### src/rtl/mem_bus_stage_pkg.sv
// Shared definitions for the MEM stage: bus widths, AluOp load/store codes,
// FSM state encoding, hold-buffer payload and lane/alignment helpers.
package mem_bus_stage_pkg;

    localparam int unsigned REG_W      = 32;
    localparam int unsigned REG_ADDR_W = 5;
    localparam int unsigned ALUOP_W    = 8;
    localparam int unsigned STALL_W    = 6;
    localparam int unsigned CNT_W      = 8;
    localparam int unsigned SEL_W      = 4;

    typedef logic [REG_W-1:0]      reg_bus_t;
    typedef logic [REG_ADDR_W-1:0] reg_addr_bus_t;

    localparam reg_bus_t      ZERO_WORD    = '0;
    localparam reg_addr_bus_t NOP_REG_ADDR = '0;

    localparam logic [ALUOP_W-1:0] OP_LB  = 8'b1110_0000;
    localparam logic [ALUOP_W-1:0] OP_LH  = 8'b1110_0001;
    localparam logic [ALUOP_W-1:0] OP_LW  = 8'b1110_0011;
    localparam logic [ALUOP_W-1:0] OP_LBU = 8'b1110_0100;
    localparam logic [ALUOP_W-1:0] OP_LHU = 8'b1110_0101;
    localparam logic [ALUOP_W-1:0] OP_SB  = 8'b1110_1000;
    localparam logic [ALUOP_W-1:0] OP_SH  = 8'b1110_1001;
    localparam logic [ALUOP_W-1:0] OP_SW  = 8'b1110_1011;

    typedef enum logic [1:0] {
        ST_IDLE = 2'd0,
        ST_BUSY = 2'd1,
        ST_HOLD = 2'd2
    } state_e;

    // Raw completion kept while the stage is held; re-aligned on the way out.
    typedef struct packed {
        reg_addr_bus_t      wd;
        logic               wreg;
        logic [ALUOP_W-1:0] aluop;
        logic [1:0]         addr_lo;
        reg_bus_t           rdata;
    } hold_t;

    function automatic logic is_load(input logic [ALUOP_W-1:0] op);
        return (op == OP_LB) || (op == OP_LBU) || (op == OP_LH) ||
               (op == OP_LHU) || (op == OP_LW);
    endfunction

    function automatic logic is_store(input logic [ALUOP_W-1:0] op);
        return (op == OP_SB) || (op == OP_SH) || (op == OP_SW);
    endfunction

    function automatic logic is_misaligned(input logic [ALUOP_W-1:0] op, input logic [1:0] a);
        case (op)
            OP_LH, OP_LHU, OP_SH: return a[0];
            OP_LW, OP_SW:         return a != 2'b00;
            default:              return 1'b0;
        endcase
    endfunction

    // Big-endian lanes: address 0 is bits 31:24, i.e. sel[3].
    function automatic logic [SEL_W-1:0] lane_sel(input logic [ALUOP_W-1:0] op, input logic [1:0] a);
        case (op)
            OP_LB, OP_LBU, OP_SB: return 4'b1000 >> a;
            OP_LH, OP_LHU, OP_SH: return a[1] ? 4'b0011 : 4'b1100;
            default:              return 4'b1111;
        endcase
    endfunction

    function automatic reg_bus_t store_data(input logic [ALUOP_W-1:0] op, input reg_bus_t d);
        case (op)
            OP_SB:   return {4{d[7:0]}};
            OP_SH:   return {2{d[15:0]}};
            default: return d;
        endcase
    endfunction

endpackage

### src/rtl/mem_bus_stage_if.sv
// Single-outstanding request/acknowledge data bus between the MEM stage and memory.
interface mem_bus_stage_if;
    import mem_bus_stage_pkg::*;

    logic             bus_req;
    logic             bus_we;
    reg_bus_t         bus_addr;
    logic [SEL_W-1:0] bus_sel;
    reg_bus_t         bus_wdata;
    reg_bus_t         bus_rdata;
    logic             bus_ack;
    logic             bus_err;

    modport master (
        output bus_req, bus_we, bus_addr, bus_sel, bus_wdata, bus_err,
        input  bus_rdata, bus_ack
    );

    modport slave (
        input  bus_req, bus_we, bus_addr, bus_sel, bus_wdata, bus_err,
        output bus_rdata, bus_ack
    );
endinterface

### src/rtl/mem_load_align.sv
// Picks the addressed byte/halfword out of a big-endian read word and extends it.
module mem_load_align
    import mem_bus_stage_pkg::*;
(
    input  logic [ALUOP_W-1:0] aluop,
    input  logic [1:0]         addr_lo,
    input  reg_bus_t           rdata,
    output reg_bus_t           load_data_c
);

    logic [7:0]  byte_c;
    logic [15:0] half_c;

    always_comb begin
        byte_c = rdata[31:24];
        case (addr_lo)
            2'd1:    byte_c = rdata[23:16];
            2'd2:    byte_c = rdata[15:8];
            2'd3:    byte_c = rdata[7:0];
            default: byte_c = rdata[31:24];
        endcase
        half_c = addr_lo[1] ? rdata[15:0] : rdata[31:16];

        load_data_c = ZERO_WORD;
        case (aluop)
            OP_LB:   load_data_c = {{24{byte_c[7]}}, byte_c};
            OP_LBU:  load_data_c = {24'd0, byte_c};
            OP_LH:   load_data_c = {{16{half_c[15]}}, half_c};
            OP_LHU:  load_data_c = {16'd0, half_c};
            OP_LW:   load_data_c = rdata;
            default: load_data_c = ZERO_WORD;
        endcase
    end

endmodule

### src/rtl/mem_bus_stage.sv
// MEM pipeline stage: runs loads/stores over the req/ack bus, stalls the pipe
// while an access is in flight and presents the write-back triple to mem_wb.
module mem_bus_stage
    import mem_bus_stage_pkg::*;
#(
    parameter int unsigned TIMEOUT = 255
) (
    input  logic               clk,
    input  logic               rst,
    input  logic [STALL_W-1:0] stall,
    input  logic               flush,
    input  reg_addr_bus_t      ex_wd,
    input  logic               ex_wreg,
    input  reg_bus_t           ex_wdata,
    input  logic [ALUOP_W-1:0] ex_aluop,
    input  reg_bus_t           ex_mem_addr,
    input  reg_bus_t           ex_reg2,
    output reg_addr_bus_t      mem_wd,
    output logic               mem_wreg,
    output reg_bus_t           mem_wdata,
    output logic               stallreq,
    mem_bus_stage_if.master    bus
);

    state_e           state_q, state_d;
    logic [CNT_W-1:0] cnt_q, cnt_d;
    logic             req_q, req_d;
    logic             we_q, we_d;
    reg_bus_t         addr_q, addr_d;
    logic [SEL_W-1:0] sel_q, sel_d;
    reg_bus_t         wdata_q, wdata_d;
    logic             err_q, err_d;
    hold_t            hold_q, hold_d;

    logic     is_mem_c, issue_c, ack_c, timeout_c, done_c, wb_wreg_c;
    reg_bus_t load_bus_c, load_hold_c;
    logic     unused_stall;

    assign unused_stall = ^{stall[5:4], stall[2:0]};

    mem_load_align u_align_bus (
        .aluop       (ex_aluop),
        .addr_lo     (ex_mem_addr[1:0]),
        .rdata       (bus.bus_rdata),
        .load_data_c (load_bus_c)
    );

    mem_load_align u_align_hold (
        .aluop       (hold_q.aluop),
        .addr_lo     (hold_q.addr_lo),
        .rdata       (hold_q.rdata),
        .load_data_c (load_hold_c)
    );

    // Access events; an ack in the last allowed cycle beats the timeout.
    always_comb begin
        is_mem_c  = is_load(ex_aluop) || is_store(ex_aluop);
        issue_c   = (state_q == ST_IDLE) && is_mem_c && !flush &&
                    !is_misaligned(ex_aluop, ex_mem_addr[1:0]);
        ack_c     = (state_q == ST_BUSY) && bus.bus_ack;
        timeout_c = (state_q == ST_BUSY) && !bus.bus_ack &&
                    (cnt_q == CNT_W'(TIMEOUT - 1));
        done_c    = ack_c || timeout_c;
        wb_wreg_c = ack_c && ex_wreg && is_load(ex_aluop);
    end

    always_comb begin
        state_d = state_q;
        cnt_d   = cnt_q;
        req_d   = req_q;
        we_d    = we_q;
        addr_d  = addr_q;
        sel_d   = sel_q;
        wdata_d = wdata_q;
        err_d   = 1'b0;
        hold_d  = hold_q;

        case (state_q)
            ST_IDLE: begin
                if (issue_c) begin
                    state_d = ST_BUSY;
                    cnt_d   = '0;
                    req_d   = 1'b1;
                    we_d    = is_store(ex_aluop);
                    addr_d  = {ex_mem_addr[REG_W-1:2], 2'b00};
                    sel_d   = lane_sel(ex_aluop, ex_mem_addr[1:0]);
                    wdata_d = store_data(ex_aluop, ex_reg2);
                end
            end
            ST_BUSY: begin
                if (done_c) begin
                    req_d   = 1'b0;
                    err_d   = timeout_c;
                    state_d = stall[3] ? ST_HOLD : ST_IDLE;
                    if (stall[3]) begin
                        hold_d = '{wd: ex_wd, wreg: wb_wreg_c, aluop: ex_aluop,
                                   addr_lo: ex_mem_addr[1:0], rdata: bus.bus_rdata};
                    end
                end else begin
                    cnt_d = cnt_q + CNT_W'(1);
                end
            end
            ST_HOLD: begin
                if (!stall[3]) state_d = ST_IDLE;
            end
            default: state_d = ST_IDLE;
        endcase

        if (flush) begin
            state_d = ST_IDLE;
            req_d   = 1'b0;
            err_d   = 1'b0;
            hold_d  = '0;
        end
    end

    // Write-back triple and stall request towards the pipeline.
    always_comb begin
        mem_wd    = ex_wd;
        mem_wreg  = ex_wreg;
        mem_wdata = ex_wdata;
        stallreq  = 1'b0;

        case (state_q)
            ST_IDLE: begin
                if (is_mem_c) begin
                    mem_wreg = 1'b0;
                    stallreq = issue_c;
                end
            end
            ST_BUSY: begin
                mem_wreg  = wb_wreg_c;
                mem_wdata = is_load(ex_aluop) ? load_bus_c : ex_wdata;
                stallreq  = !done_c;
            end
            ST_HOLD: begin
                mem_wd    = hold_q.wd;
                mem_wreg  = hold_q.wreg;
                mem_wdata = load_hold_c;
            end
            default: ;
        endcase

        if (rst) begin
            mem_wd    = NOP_REG_ADDR;
            mem_wreg  = 1'b0;
            mem_wdata = ZERO_WORD;
            stallreq  = 1'b0;
        end
    end

    always_ff @(posedge clk) begin
        if (rst) begin
            state_q <= ST_IDLE;
            cnt_q   <= '0;
            req_q   <= 1'b0;
            we_q    <= 1'b0;
            addr_q  <= ZERO_WORD;
            sel_q   <= '0;
            wdata_q <= ZERO_WORD;
            err_q   <= 1'b0;
            hold_q  <= '0;
        end else begin
            state_q <= state_d;
            cnt_q   <= cnt_d;
            req_q   <= req_d;
            we_q    <= we_d;
            addr_q  <= addr_d;
            sel_q   <= sel_d;
            wdata_q <= wdata_d;
            err_q   <= err_d;
            hold_q  <= hold_d;
        end
    end

    assign bus.bus_req   = req_q;
    assign bus.bus_we    = we_q;
    assign bus.bus_addr  = addr_q;
    assign bus.bus_sel   = sel_q;
    assign bus.bus_wdata = wdata_q;
    assign bus.bus_err   = err_q;

endmodule
### src/flat_wrapper.sv
// flat-port wrapper written by rule: the top's interface ports become plain ports
module mem_bus_stage_flat import mem_bus_stage_pkg::*;
#(
    parameter int unsigned TIMEOUT = 255
)
  (clk, rst, stall, flush, ex_wd, ex_wreg, ex_wdata, ex_aluop, ex_mem_addr, ex_reg2, mem_wd, mem_wreg, mem_wdata, stallreq, bus_bus_req, bus_bus_we, bus_bus_addr, bus_bus_sel, bus_bus_wdata, bus_bus_err, bus_bus_rdata, bus_bus_ack);
  mem_bus_stage_if bus_i ();
  input  logic clk;
  input  logic rst;
  input  logic [STALL_W-1:0] stall;
  input  logic flush;
  input  reg_addr_bus_t ex_wd;
  input  logic ex_wreg;
  input  reg_bus_t ex_wdata;
  input  logic [ALUOP_W-1:0] ex_aluop;
  input  reg_bus_t ex_mem_addr;
  input  reg_bus_t ex_reg2;
  output reg_addr_bus_t mem_wd;
  output logic mem_wreg;
  output reg_bus_t mem_wdata;
  output logic stallreq;
  output wire logic [$bits(bus_i.bus_req)-1:0] bus_bus_req;
  output wire logic [$bits(bus_i.bus_we)-1:0] bus_bus_we;
  output wire logic [$bits(bus_i.bus_addr)-1:0] bus_bus_addr;
  output wire logic [$bits(bus_i.bus_sel)-1:0] bus_bus_sel;
  output wire logic [$bits(bus_i.bus_wdata)-1:0] bus_bus_wdata;
  output wire logic [$bits(bus_i.bus_err)-1:0] bus_bus_err;
  input wire logic [$bits(bus_i.bus_rdata)-1:0] bus_bus_rdata;
  input wire logic [$bits(bus_i.bus_ack)-1:0] bus_bus_ack;
  assign bus_bus_req = bus_i.bus_req;
  assign bus_bus_we = bus_i.bus_we;
  assign bus_bus_addr = bus_i.bus_addr;
  assign bus_bus_sel = bus_i.bus_sel;
  assign bus_bus_wdata = bus_i.bus_wdata;
  assign bus_bus_err = bus_i.bus_err;
  assign bus_i.bus_rdata = bus_bus_rdata;
  assign bus_i.bus_ack = bus_bus_ack;
  mem_bus_stage #(.TIMEOUT(TIMEOUT)) u_core (.clk(clk), .rst(rst), .stall(stall), .flush(flush), .ex_wd(ex_wd), .ex_wreg(ex_wreg), .ex_wdata(ex_wdata), .ex_aluop(ex_aluop), .ex_mem_addr(ex_mem_addr), .ex_reg2(ex_reg2), .mem_wd(mem_wd), .mem_wreg(mem_wreg), .mem_wdata(mem_wdata), .stallreq(stallreq), .bus(bus_i));
endmodule
### config.mk
export PLATFORM = sky130hd
export DESIGN_NAME = mem_bus_stage_flat
export DESIGN_NICKNAME = d
export VERILOG_FILES = /design/src/rtl/mem_bus_stage_pkg.sv /design/src/rtl/mem_bus_stage_if.sv /design/src/rtl/mem_load_align.sv /design/src/rtl/mem_bus_stage.sv /design/src/flat_wrapper.sv
export SDC_FILE = /design/constraint.sdc
export NUM_CORES = 1
export LEC_CHECK = 0
export BUFFER_PORTS_ARGS = -buffer_cell sky130_fd_sc_hd__buf_2
export CAP_MARGIN = 20
export CORE_MARGIN = 10
export CORE_UTILIZATION = 34
export CTS_BUF_LIST = sky130_fd_sc_hd__clkbuf_8
export DETAILED_ROUTE_END_ITERATION = 16
export HOLD_SLACK_MARGIN = 0.08
export REMOVE_ABC_BUFFERS = 1
export SLEW_MARGIN = 20
export SYNTH_ARGS = -nofsm -noshare
export SYNTH_HDL_FRONTEND = slang
export SYNTH_SLANG_ARGS = --single-unit
### constraint.sdc
create_clock -name clk -period 2.55 [get_ports clk]
set_clock_uncertainty 0.15 [all_clocks]
set_input_delay 0.1275 -clock clk [delete_from_list [all_inputs] [get_ports clk]]
set_output_delay 0.1275 -clock clk [all_outputs]
set_load 0.01 [all_outputs]
# ---- Yosys cells after proc, flatten, opt, wreduce, memory -nomap -nowiden
# Index checks and enable logic that the tools add are counted.
dict set report word_totals {
  ff_bits 127
  latchBits 0
  ram_bits 0
  romBits 0
  inputBits 152
  out_inout_bits 110
  elab_cells 108
  memories 0
}
dict set report classes {
  add_sub_neg 1
  mul 0
  div_mod_pow 0
  magnitude_cmp 0
  n_eq_ne 26
  shifts 1
  n_mux 32
  n_bitwise 2
  n_reduce_logical 33
}
# cell n
set op_table {}
lappend op_table {{32-bit case mux with 5 select lines} 2}
lappend op_table {{32-bit case mux with 2 select lines} 2}
lappend op_table {{8-bit equality test (second input constant)} 14}
lappend op_table {{32-bit two-way mux} 2}
lappend op_table {{8-bit case mux with 3 select lines} 2}
lappend op_table {{16-bit two-way mux} 2}
lappend op_table {{8-bit two-way mux} 2}
lappend op_table {{8-bit case mux with 2 select lines} 1}
lappend op_table {{3-bit AND reduction} 4}
lappend op_table {{2-bit equality test (second input constant)} 5}
lappend op_table {{5-bit two-way mux} 2}
lappend op_table {{8-bit by 1-bit adder with 8-bit output (second input constant)} 1}
lappend op_table {{1-bit logical AND} 8}
lappend op_table {{1-bit logical OR} 8}
lappend op_table {{2-bit two-way mux} 4}
lappend op_table {{4-bit case mux with 2 select lines} 1}
lappend op_table {{2-bit by 1-bit equality test with 1-bit output (second input constant)} 3}
lappend op_table {{1-bit two-way mux} 6}
lappend op_table {{1-bit case mux with 2 select lines} 3}
lappend op_table {{2-bit case mux with 3 select lines} 1}
lappend op_table {{3-bit OR reduction} 2}
lappend op_table {{1-bit logical NOT} 4}
lappend op_table {{4-bit two-way mux} 1}
lappend op_table {{2-bit by 1-bit != test with 1-bit output (second input constant)} 2}
lappend op_table {{9 further kinds} 13}

# ---- Logic depth before layout (Yosys ltp)
# Gate-level depths: netlist of run 1.
dict set report depth {
  word_depth 12
  depth_mapped 10
}

# ---- By module
# A second synthesis of run 1 with hierarchy kept.
dict set report hier_totals {
  cells_unflattened 905
  hier_area_um2 7452.1
}
# module instances cells_each area_per_inst_um2 seq_area_each_um2
set modules_own_cells {}
lappend modules_own_cells {mem_bus_stage 1 729 5825.6 2542.4}
lappend modules_own_cells {mem_load_align 2 88 813.3 0.0}

# ---- Least setup slack after synthesis of run 1
# No wires, ideal clock.
dict set report synth_timing {
  path_kind {reg-to-output}
  start {register u_core.state_q[0]}
  end {output mem_wdata[7]}
  arrival_ns 1.921
  setup_slack_ns 0.352
  path_stages_with_launch 8
  cell_sequence {dfxtp_1 > inv_1 > ha_1 > clkinv_1 > or4_1 > buf_2 > a21oi_1 > a221o_1}
}
dict set report synth_between {
  elab_chain_len 3
}
# item line_no
set synth_lines {}
lappend synth_lines {{from (decl)} mem_bus_stage.sv:25} ;# state_e state_q, state_d;
lappend synth_lines {{from (signal assigned)} mem_bus_stage.sv:164} ;# state_q <= state_d;
lappend synth_lines {{2-bit equality test or 2-bit by 1-bit equality test with 1-bit output (tied branches)} mem_bus_stage.sv:124} ;# case (state_q)
lappend synth_lines {{32-bit case mux with 2 select lines (*)} mem_bus_stage.sv:124}
lappend synth_lines {{32-bit two-way mux (*)} mem_bus_stage.sv:144} ;# if (rst) begin
lappend synth_lines {{to (decl)} flat_wrapper.sv:20} ;# output reg_bus_t mem_wdata;
# Every way passes the cells marked *; elsewhere a longest branch is shown, timed or not.

# ---- Worst setup path after layout of run 1
dict set report layout_timing {
  start {register u_core.hold_q[32] (netlist bit)}
  end {output mem_wdata[18]}
}
dict set report layout_between {
  elab_chain_len 5
}
# item line_no
set layout_lines {}
lappend layout_lines {{from (decl)} mem_bus_stage.sv:33} ;# hold_t hold_q, hold_d;
lappend layout_lines {{from (signal assigned)} mem_bus_stage.sv:172} ;# hold_q <= hold_d;
lappend layout_lines {{2-bit equality test or 2-bit by 1-bit equality test with 1-bit output (tied branches)} mem_load_align.sv:16} ;# case (addr_lo)
lappend layout_lines {{8-bit case mux with 3 select lines (*)} mem_load_align.sv:16}
lappend layout_lines {{32-bit case mux with 5 select lines (*)} mem_load_align.sv:25} ;# case (aluop)
lappend layout_lines {{32-bit case mux with 2 select lines (*)} mem_bus_stage.sv:124}
lappend layout_lines {{32-bit two-way mux (*)} mem_bus_stage.sv:144}
# Marked as above.

==> results.md, run 1 <==
* Met3 wire length at 2.09 mm
* Fmax at 386 MHz
* Final wirelength at ~32 mm
* Crit path max-delay family: multiplexers
* Uppermost layer routed: met4
* Fin. max-slew vios at 0
* Synthesized area at 7440 um^2
* Cts bufs inserted at 17
* Hold Fails Final Rpt at 0
* Startpoint types: register
* Mean Syn Cell Area at 7.58 um^2
* Placed cell areas at between 9000 and 10000 um^2
* Worst Path Max Fanout at 7
* Leakage Power at 4.43 nW
* H-tree depth at 4
* Total GRT Usage at 0.215
* WL/cell at 19.6 um
* Non-Filler Instances at 1650
* Reg-to-reg slack, setup at 0.08 ns
* Synth top area share at 0.342
* Worst setup margin at -0.0409 ns
* PortBufs at 254
* Clk slew on worst S/H paths at around 0.08 ns
* Failing checks: setup timing
* Post-route clock period utilization at 1.02
* Die ar. at approximately 28000 um^2
* Post-synth EDFFs at 0
* Via-to-Cell Ratio at 5.46
* Critical path arrival at 2.31 ns
* Worst slew margin at 0.602
* Hpwl dp at 22.0 mm
* Share of cells above drive strength 1 at 0.318
* #FFs+latches synth at 127
* # DRC at 0
* Io pins at 262
* Final instance area at 11400 um^2
* Starting DRT DRC Count at approximately 770
* Die Width at between 150 and 200 um
* CTS sink count at 127
* Placed cells at 1478
* Commonest non-fill, non-tap cells in the layout: 249 x nand2_1, 242 x buf_2, 133 x a21oi_1
* Post-route ant nets at 0
* # setup viols final at 17
* Maximum vdd drop at 0.000290 V
* Initial antenna violation count at 4
* Largest cells by area after synthesis: dfxtp_1 34%, nand2_1 13%, a21oi_1 9.3%
* Max Cap Viol at 0
* Grt ovf at 0
* YS warnings at 0
* Vias in the first global route at 8888
* Netlist cell types at 70
* Final nets at ~1500
* Clock Latency Late Sink at 0.45 ns
* RSZ-0062 raised after global routing: yes
* Cells after Synth at a little under 1000
* Pwr/cell area at slightly above 400 nW/um^2
* Highest-delay cell along the critical path: mux4_2
* Post-Route M1 WL at 13.3 mm
* Slew @ Worst Pin at 0.596 ns
* Core Box Area at between 20000 and 25000 um^2
* Num rows at 54
* Min Tclk post-route at 2.59 ns
* Seq/Total Area, Yosys at 0.342
* DR pass1 iterations at 5
* Final GP Congestion at 0.902
* Status: complete, but fails checks
* CTS root buf: clkbuf_8
* Met2 WL at 15.5 mm
* CP required at 2.27 ns
* Bufs on Longest Clock Path at 2
* CTS tree: yes
* Vias at 9011
* Pin count of the biggest net entering global routing at 56
* Critical path's largest stage delay at 0.52 ns
* WP buf/inv at 3
* Crit-path cells: nor2b_4 > mux4_2 > nor4b_4 > nor2_4 > buf_6 > buf_12 > a31oi_1 > buf_2
* Layout area overhead at 52.6%
* Synth Flop Type: dfxtp_1
* Global-route wire length before repair at 49.4 mm
* HP Class: input port to register
* Worst Path Class, Setup: register to output port
* Die height at roughly 170 um
* Ys async rst share at 0
* Cell taking the most area after synthesis: dfxtp_1
* Initial Util at 0.343
* # fillers at 2085
* Commonest non-fill, non-tap cell in the layout: nand2_1
* CP Capture Type: output port
-- cells in the mapped netlist, drive strengths merged, types with 2 or more instances --
| master | n |
|---|---|
| nand2 | 250 |
| a21oi | 140 |
| dfxtp | 127 |
| o21ai | 57 |
| clkbuf | 44 |
| buf | 43 |
| mux2i | 43 |
| nor2 | 38 |
| a31oi | 21 |
| a211oi | 19 |
| o211ai | 18 |
| o2bb2ai | 18 |
| a22o | 16 |
| a211o | 11 |
| inv | 11 |
| nand3 | 8 |
| a221oi | 7 |
| mux4 | 7 |
| nor2b | 7 |
| nor3 | 7 |
| o22ai | 7 |
| ha | 6 |
| nor4 | 6 |
| o221ai | 6 |
| a21o | 5 |
| or3 | 5 |
| nand2b | 4 |
| nand4 | 4 |
| a311oi | 3 |
| and3 | 3 |
| nor3b | 3 |
| nor4b | 3 |
| or2 | 3 |
| a311o | 2 |
| a31o | 2 |
| and2 | 2 |
| and4b | 2 |
| nand3b | 2 |
| nand4b | 2 |
| o2111a | 2 |
| o31ai | 2 |
| o41ai | 2 |
| or4 | 2 |
-- per-layer routing --
layer / up-vias / global-route usage
met2: 357 / 0.357
li1: 4302 / -
met3: 85 / 0.0393
met5: - / 0
met4: 0 / 0.106
met1: 4267 / 0.262
-- path summary, 6_finish.rpt --
path	depth (start not counted)	start	endpoint
max	8	u_core.hold_q[32]$_SDFFE_PP0P_	mem_wdata[18]
min	4	ex_aluop[0]	u_core.bus.bus_sel[3]$_SDFFE_PP0P_
max reg2reg	8	u_core.state_q[0]$_SDFFE_PP0P_	u_core.bus.bus_sel[1]$_SDFFE_PP0P_
min reg2reg	2	u_core.bus.bus_wdata[11]$_SDFFE_PP0P_	u_core.bus.bus_wdata[11]$_SDFFE_PP0P_
-- logic make-up (layout without fill, tap and decap cells) --
group | Yosys count | in the layout | share of synthesized area
AOI/OAI and AO/OA | 345 | 345 | 0.295
adders and majority gates | 6 | 6 | 0.0101
buffers and inverters | 99 | 482 | 0.0607
DFF | 127 | 127 | 0.342
muxes | 50 | 50 | 0.0790
other | 1 | 6 | 0.000504
and+or+nand+nor | 354 | 354 | 0.213
-- tightest hold or removal path, cell delays in order --
cell and delay, ns:
buf_2 0.17, nand2b_1 0.21, nand2_1 0.09, a211oi_1 0.06
-- per-stage QoR --
stage,worst slack [ns],TNS (ns),hold slack (ns),power [mW],utilization
floorplan,-0.567,-45.17,0.0466,2.23,-
global placement,0.261,0,0.173,2.54,0.418
detailed placement,0.227,0,0.181,2.55,0.418
CTS,-0.0563,-0.540,0.0845,4.62,0.504
global route,-0.130,-2.50,0.127,4.80,0.523
finish,-0.0409,-0.419,0.102,4.62,0.523
-- flip-flops by register name, summed over array words and instances (netlist names) --
signal,count
u_core.cnt_q,8
u_core.bus.bus_addr,30
u_core.hold_q,48
u_core.bus.bus_req,1
u_core.bus.bus_sel,4
u_core.bus.bus_we,1
u_core.state_q,2
u_core.bus.bus_wdata,32
u_core.bus.bus_err,1
-- report_power, final --
part,switching [mW],total [mW],internal (mW),leakage [nW]
Clock,0.932,1.94,1.01,0.200
Sequential,0.00345,1.99,1.98,1.03
Combinational,0.349,0.696,0.347,3.20
Total,1.28,4.62,3.34,4.43
-- timing repair --
item | 4_1_cts | 5_1_grt
gates resized for setup | 38 | 70
hold buffers | 117 | 0
hold endpoints to repair | 117 | 0
setup endpoints to repair | 32 | 33
setup buffers | 8 | 9
gates cloned | 2 | 0
pin swaps | 4 | 20
-- layout make-up --
cell class,instances,area [um^2],area share
multi-input combinational,757,4780,0.421
clock inverter,14,183,0.0161
sequential,127,2560,0.225
clock buffer,18,248,0.0218
antenna,4,10.0,0.000882
timing repair buffer,438,3160,0.279
inverter,12,58.8,0.00518
tap,280,350,0.0309
No activity file was read; power rests on OpenSTA's default activity.
==> inputs of run 2 (changes only) <==
--- a/config.mk
+++ b/config.mk
@@ -7,7 +7,6 @@
 export LEC_CHECK = 0
 export BUFFER_PORTS_ARGS = -buffer_cell sky130_fd_sc_hd__buf_2
 export CAP_MARGIN = 20
-export CORE_MARGIN = 10
 export CORE_UTILIZATION = 34
 export CTS_BUF_LIST = sky130_fd_sc_hd__clkbuf_8
 export DETAILED_ROUTE_END_ITERATION = 16
==> run 2 against run 1 <==
The flow still finishes with violations (setup timing). Clock-buffer cell count is 1 lower. Critical path depth decreased by 2. Fmax grew 0.39%. Setup slack improved by 0.010 ns. Wire length fell by 9.2%. Final cell count decreased by 1.1%. First-iteration DRC count down 3.5%. Non-clock buffer count down 11. Via count shrank 1.6%. Register-to-register slack better by 0.31 ns. Worst hold slack improved by 0.0044 ns. Combinational power shrank 3.7%. Largest power group unchanged.
==> results.md, run 2 (same netlist as run 1, synthesis figures left out) <==
* Core Box Area at 21200 um^2
* Starting DRT DRC Count at 740
* Worst Path Class, Setup: register to output port
* Num rows at 53
* Min Tclk post-route at 2.58 ns
* Die Width at around 150 um
* Vias in the first global route at about 8200
* RSZ-0062 raised after global routing: yes
* Via-to-Cell Ratio at 5.43
* Failing checks: setup timing
* Global-route wire length before repair at 43.9 mm
* Startpoint types: register
* Maximum vdd drop at 0.000278 V
* Fin. max-slew vios at 0
* Fmax at 387 MHz
* Commonest non-fill, non-tap cell in the layout: buf_2
* CP required at approximately 2.3 ns
* CTS sink count at 127
* Placed cells at ~1500
* Vias at 8868
* Io pins at 262
* Hpwl dp at 19.5 mm
* DR pass1 iterations at 7
* Critical path arrival at 2.30 ns
* Final instance area at roughly 11000 um^2
* Slew @ Worst Pin at 0.903 ns
* Die height at 150 um
* PortBufs at 254
* # DRC at 0
* Worst slew margin at 0.398
* Cts bufs inserted at 17
* Non-Filler Instances at 1632
* CP Capture Type: output port
* Final wirelength at 29.4 mm
* Layout area overhead at 48.9%
* Share of cells above drive strength 1 at 0.303
* Status: complete, but fails checks
* H-tree depth at 4
* Worst Path Max Fanout at 7
* Final GP Congestion at between 0.8 and 0.9
* Final nets at 1501
* Max FFs per register at 48
* Initial Util at 0.351
* Pwr/cell area at 411 nW/um^2
* CTS tree: yes
* Leakage Power at 4.36 nW
* WL/cell at between 15 and 20 um
* Bufs on Longest Clock Path at 2
* Post-route clock period utilization at 1.01
* Core Util, Final at 0.522
* Clock Latency Late Sink at 0.44 ns
* Die ar. at 22500 um^2
* Pin count of the biggest net entering global routing at 84
* # setup viols final at 18
* Initial antenna violation count at 1
* HP Class: input port to register
* Placed cell areas at 9100 um^2
* Hold Fails Final Rpt at 0
* Worst setup margin at -0.0308 ns
* Grt ovf at 0
* Clk slew on worst S/H paths at 0.08 ns
* CTS root buf: clkbuf_8
* Top reg by flops: u_core.hold_q
* Commonest non-fill, non-tap cells in the layout: 252 x buf_2, 249 x nand2_1, 132 x a21oi_1
* Post-route ant nets at 0
* Max Cap Viol at 0
* Final setup TNS at -0.296 ns
* Total GRT Usage at 0.250
-- run 2: final cells by class --
type | count | area [um^2]
Clock inverter | 15 | 186
Timing Repair Buffer | 427 | 3000
Multi-Input combinational cell | 758 | 4710
Clock buffer | 17 | 234
Fill cell | 2073 | 10100
Sequential cell | 127 | 2550
Antenna cell | 1 | 2.50
Tap cell | 275 | 344
Inverter | 12 | 45.0
-- run 2: through the flow --
step                power [mW]  worst slack, ns  hold slack [ns]
floorplan                 2.23           -0.567           0.0466
global placement          2.54            0.244            0.163
detailed placement        2.54            0.205            0.166
CTS                       4.57          -0.0897           0.0822
global route              4.72           -0.121            0.103
finish                    4.55          -0.0308            0.107
-- run 2: worst max-delay path, cell delays in order, from the launching register on --
cell and delay (ns):
dfxtp_2 0.42, nor2b_1 0.26, nor2b_1 0.13, or4_4 0.59, a21oi_1 0.15, a211o_1 0.17
buf_2 0.15
-- run 2: repair_timing --
item                                    4_1_cts  5_1_grt
hold buffers                                114        0
buffers inserted                              1        8
pin swaps                                     2        7
endpoints found under the hold margin       117        0
endpoints found under the setup margin       32       32
cloned                                        0        3
resized for setup                            16       47
-- run 2: where the power goes --
part / internal, mW / leakage [nW] / switching, mW
Sequential: 1.99 / 1.03 / 0.00340
Clock: 0.982 / 0.210 / 0.903
Combinational: 0.334 / 3.12 / 0.336
Total: 3.30 / 4.36 / 1.24
-- run 2: metal layers --
metal  vias up  part of all wire  global-route usage
li1       4278                 -                   -
met1      4175              0.42               0.327
met2       354              0.48               0.398
met3        61             0.066              0.0500
met4         0             0.034               0.104
met5         -                 0                   0
-- run 2: worst paths after layout --
check | from | to | slack (ns) | cells after the start
max | u_core.hold_q[34]$_SDFFE_PP0P_ | mem_wdata[15] | -0.03 | 6
min | ex_aluop[0] | u_core.bus.bus_sel[0]$_SDFFE_PP0P_ | 0.11 | 3
min reg2reg | u_core.bus.bus_wdata[9]$_SDFFE_PP0P_ | u_core.bus.bus_wdata[9]$_SDFFE_PP0P_ | 0.30 | 2
max reg2reg | u_core.cnt_q[0]$_SDFFE_PP0P_ | u_core.hold_q[3]$_SDFFE_PP0P_ | 0.39 | 9
==> inputs of run 3 (changes only) <==
--- a/config.mk
+++ b/config.mk
@@ -12,6 +12,7 @@
 export DETAILED_ROUTE_END_ITERATION = 16
 export HOLD_SLACK_MARGIN = 0.08
 export REMOVE_ABC_BUFFERS = 1
+export SKIP_LAST_GASP = 1
 export SLEW_MARGIN = 20
 export SYNTH_ARGS = -nofsm -noshare
 export SYNTH_HDL_FRONTEND = slang
==> constraint.sdc (replaced) <==
create_clock -name clk -period 2.75 [get_ports clk]
set_clock_uncertainty 0.15 [all_clocks]
set_input_delay 0.1375 -clock clk [delete_from_list [all_inputs] [get_ports clk]]
set_output_delay 0.1375 -clock clk [all_outputs]
set_load 0.01 [all_outputs]
==> run 3 against run 2 <==
The flow now finishes without violations. Largest cell class unchanged. Core utilization shrank 1.6 points. Cell area shrank 3.1%. Critical path depth grew 2. Via count shrank 0.21%. Combinational power shrank 8.7%. First-iteration DRC count shrank 8.4%. Worst hold slack gained 0.0058 ns.
==> results.md, run 3 (same netlist as run 1, synthesis figures left out) <==
* Non-Filler Instances at 1619
* Layout area overhead at 44.2%
* Clk slew on worst S/H paths at 0.07 ns
* DP Worst Slack at 0.368 ns
* Sw power at 1.18 mW
* Io pins at 262
* Critical path's largest stage delay at 0.54 ns
* Net Sw Frac at 0.285
* Cts bufs inserted at 17
* Final setup TNS at 0 ns
* Bufs on Longest Clock Path at 2
* Crit-path cells: dlygate4sd3_1 > buf_2 > mux4_2 > nor3b_1 > o41ai_2 > nand2_1 > a221o_1 > buf_2
* ANT cells at 0
* Pin count of the biggest net entering global routing at 56
* Post-route ant nets at 0
* CTS root buf: clkbuf_8
* Max FFs per register at 48
* Worst setup margin at 0.0218 ns
* Critical path arrival at 2.44 ns
* Share of cells above drive strength 1 at 0.280
* Final GP Congestion at between 0.8 and 0.9
* Crit path top cell by count: buf_2
* Core Box Area at 21200 um^2
* Worst Path Max Fanout at 5
* WP buf/inv at 3
* Slew @ Worst Pin at 0.692 ns
* CP required at 2.46 ns
* Maximum vdd drop at 0.000271 V
* Die Width at approximately 150 um
* Status: complete, no violations
* Leakage Power at 4.26 nW
* Min Tclk post-route at 2.73 ns
* Hold Fails Final Rpt at 0
* Worst slew margin at 0.538
* Core Util, Final at 0.505
* Pwr/cell area at around 390 nW/um^2
* Total GRT Usage at 0.254
* CTS sink count at 127
* Fin. max-slew vios at 0
* # setup viols final at 0
* Footprint of the multi-input gates at around 4500 um^2
* CTS tree: yes
* Initial antenna violation count at 0
* Highest-delay cell along the critical path: dlygate4sd3_1
* Hpwl dp at 19.2 mm
* Int Pwr at between 2 and 3 mW
* Die ar. at 22500 um^2
* PortBufs at 254
* Commonest non-fill, non-tap cell in the layout: buf_2
* RSZ-0062 raised after global routing: yes
* Global-route wire length before repair at about 45 mm
* Worst Path Class, Setup: input port to output port
* Num rows at between 50 and 60
* Final nets at roughly 1500
* Grt ovf at 0
* Reg area at 2550 um^2
* # DRC at 0
* # fillers at 2108
* WL/cell at 18.1 um
* Starting DRT DRC Count at 678
* Initial Util at 0.351
* Die height at 150 um
* Commonest non-fill, non-tap cells in the layout: 255 x buf_2, 249 x nand2_1, 136 x a21oi_1
* Max Cap Viol at 0
* DR pass1 iterations at 5
* HP Class: input port to register
* Vias in the first global route at 8336
* Via-to-Cell Ratio at about 5.5
* Placed cells at about 1500
* Share of power burned in registers at 0.446
* Clock Latency Late Sink at 0.45 ns
* H-tree depth at 4
* Final wirelength at 29.3 mm
* Vias at roughly 8800
* Crit path max-delay family: buffers and inverters
* Startpoint types: input port
* Top reg by flops: u_core.hold_q
* Fmax at 367 MHz
* Comb power frac at 0.148
* Clk network pwr share at 0.406
* Post-route clock period utilization at 0.992
* CP Capture Type: output port
-- run 3: worst reg2reg max path, delay by kind of cell, from the launching register on --
kind	cells	cell delay, ns
simple gates	2	0.64
compound gates	1	0.15
buf+inv	3	1.03
fa+ha+maj	1	0.21
flops	1	0.34
-- run 3: per-stage QoR --
step                      area [um^2]  hold WS, ns  power [mW]
after global placement           9020        0.199        2.35
after global routing            10700       0.0896        4.28
after CTS                       10600       0.0803        4.16
final                           10700        0.113        4.14
after floorplan                  7040       0.0566        2.07
after detailed placement         9020        0.193        2.35
-- run 3: timing repair --
item                                    in CTS  in global routing
buffers inserted                             1                  3
hold buffers                               116                  0
hold endpoints to repair                   116                  0
endpoints found under the setup margin      23                 33
gates cloned                                 0                  2
pin swaps                                    1                  5
gates resized for setup                      3                 23
-- run 3: power by group through the flow --
stage	combinational (mW)	sequential (mW)	clock, mW
2_1_floorplan	0.172	1.89	0
3_3_place_gp	0.462	1.89	0
3_5_place_dp	0.465	1.89	0
4_1_cts	0.596	1.85	1.72
5_1_grt	0.652	1.85	1.78
6_report	0.612	1.85	1.68
-- run 3: layout make-up --
cell class | count | area share
Clock buffer | 17 | 0.0218
Clock inverter | 15 | 0.0153
Inverter | 12 | 0.00455
Multi-Input combinational cell | 758 | 0.424
Sequential cell | 127 | 0.237
Tap cell | 275 | 0.0321
Timing Repair Buffer | 415 | 0.265
-- run 3: path summary, 6_finish.rpt --
kind,start,to,cells after the start,slack [ns]
setup / recovery,bus_bus_rdata[7],mem_wdata[7],8,0.02
hold / removal,ex_mem_addr[1],u_core.bus.bus_sel[2]$_SDFFE_PP0P_,3,0.11
setup reg to reg,u_core.state_q[1]$_SDFFE_PP0P_,u_core.hold_q[42]$_SDFFE_PP0P_,7,0.18
hold reg to reg,u_core.bus.bus_wdata[25]$_SDFFE_PP0P_,u_core.bus.bus_wdata[25]$_SDFFE_PP0P_,2,0.30
-- run 3: per-layer routing --
layer	vias to the layer above	global-route usage	part of all wire
met3	68	0.0576	0.067
met2	357	0.407	0.47
met1	4184	0.329	0.43
met5	-	0	0
li1	4240	-	-
met4	0	0.104	0.031
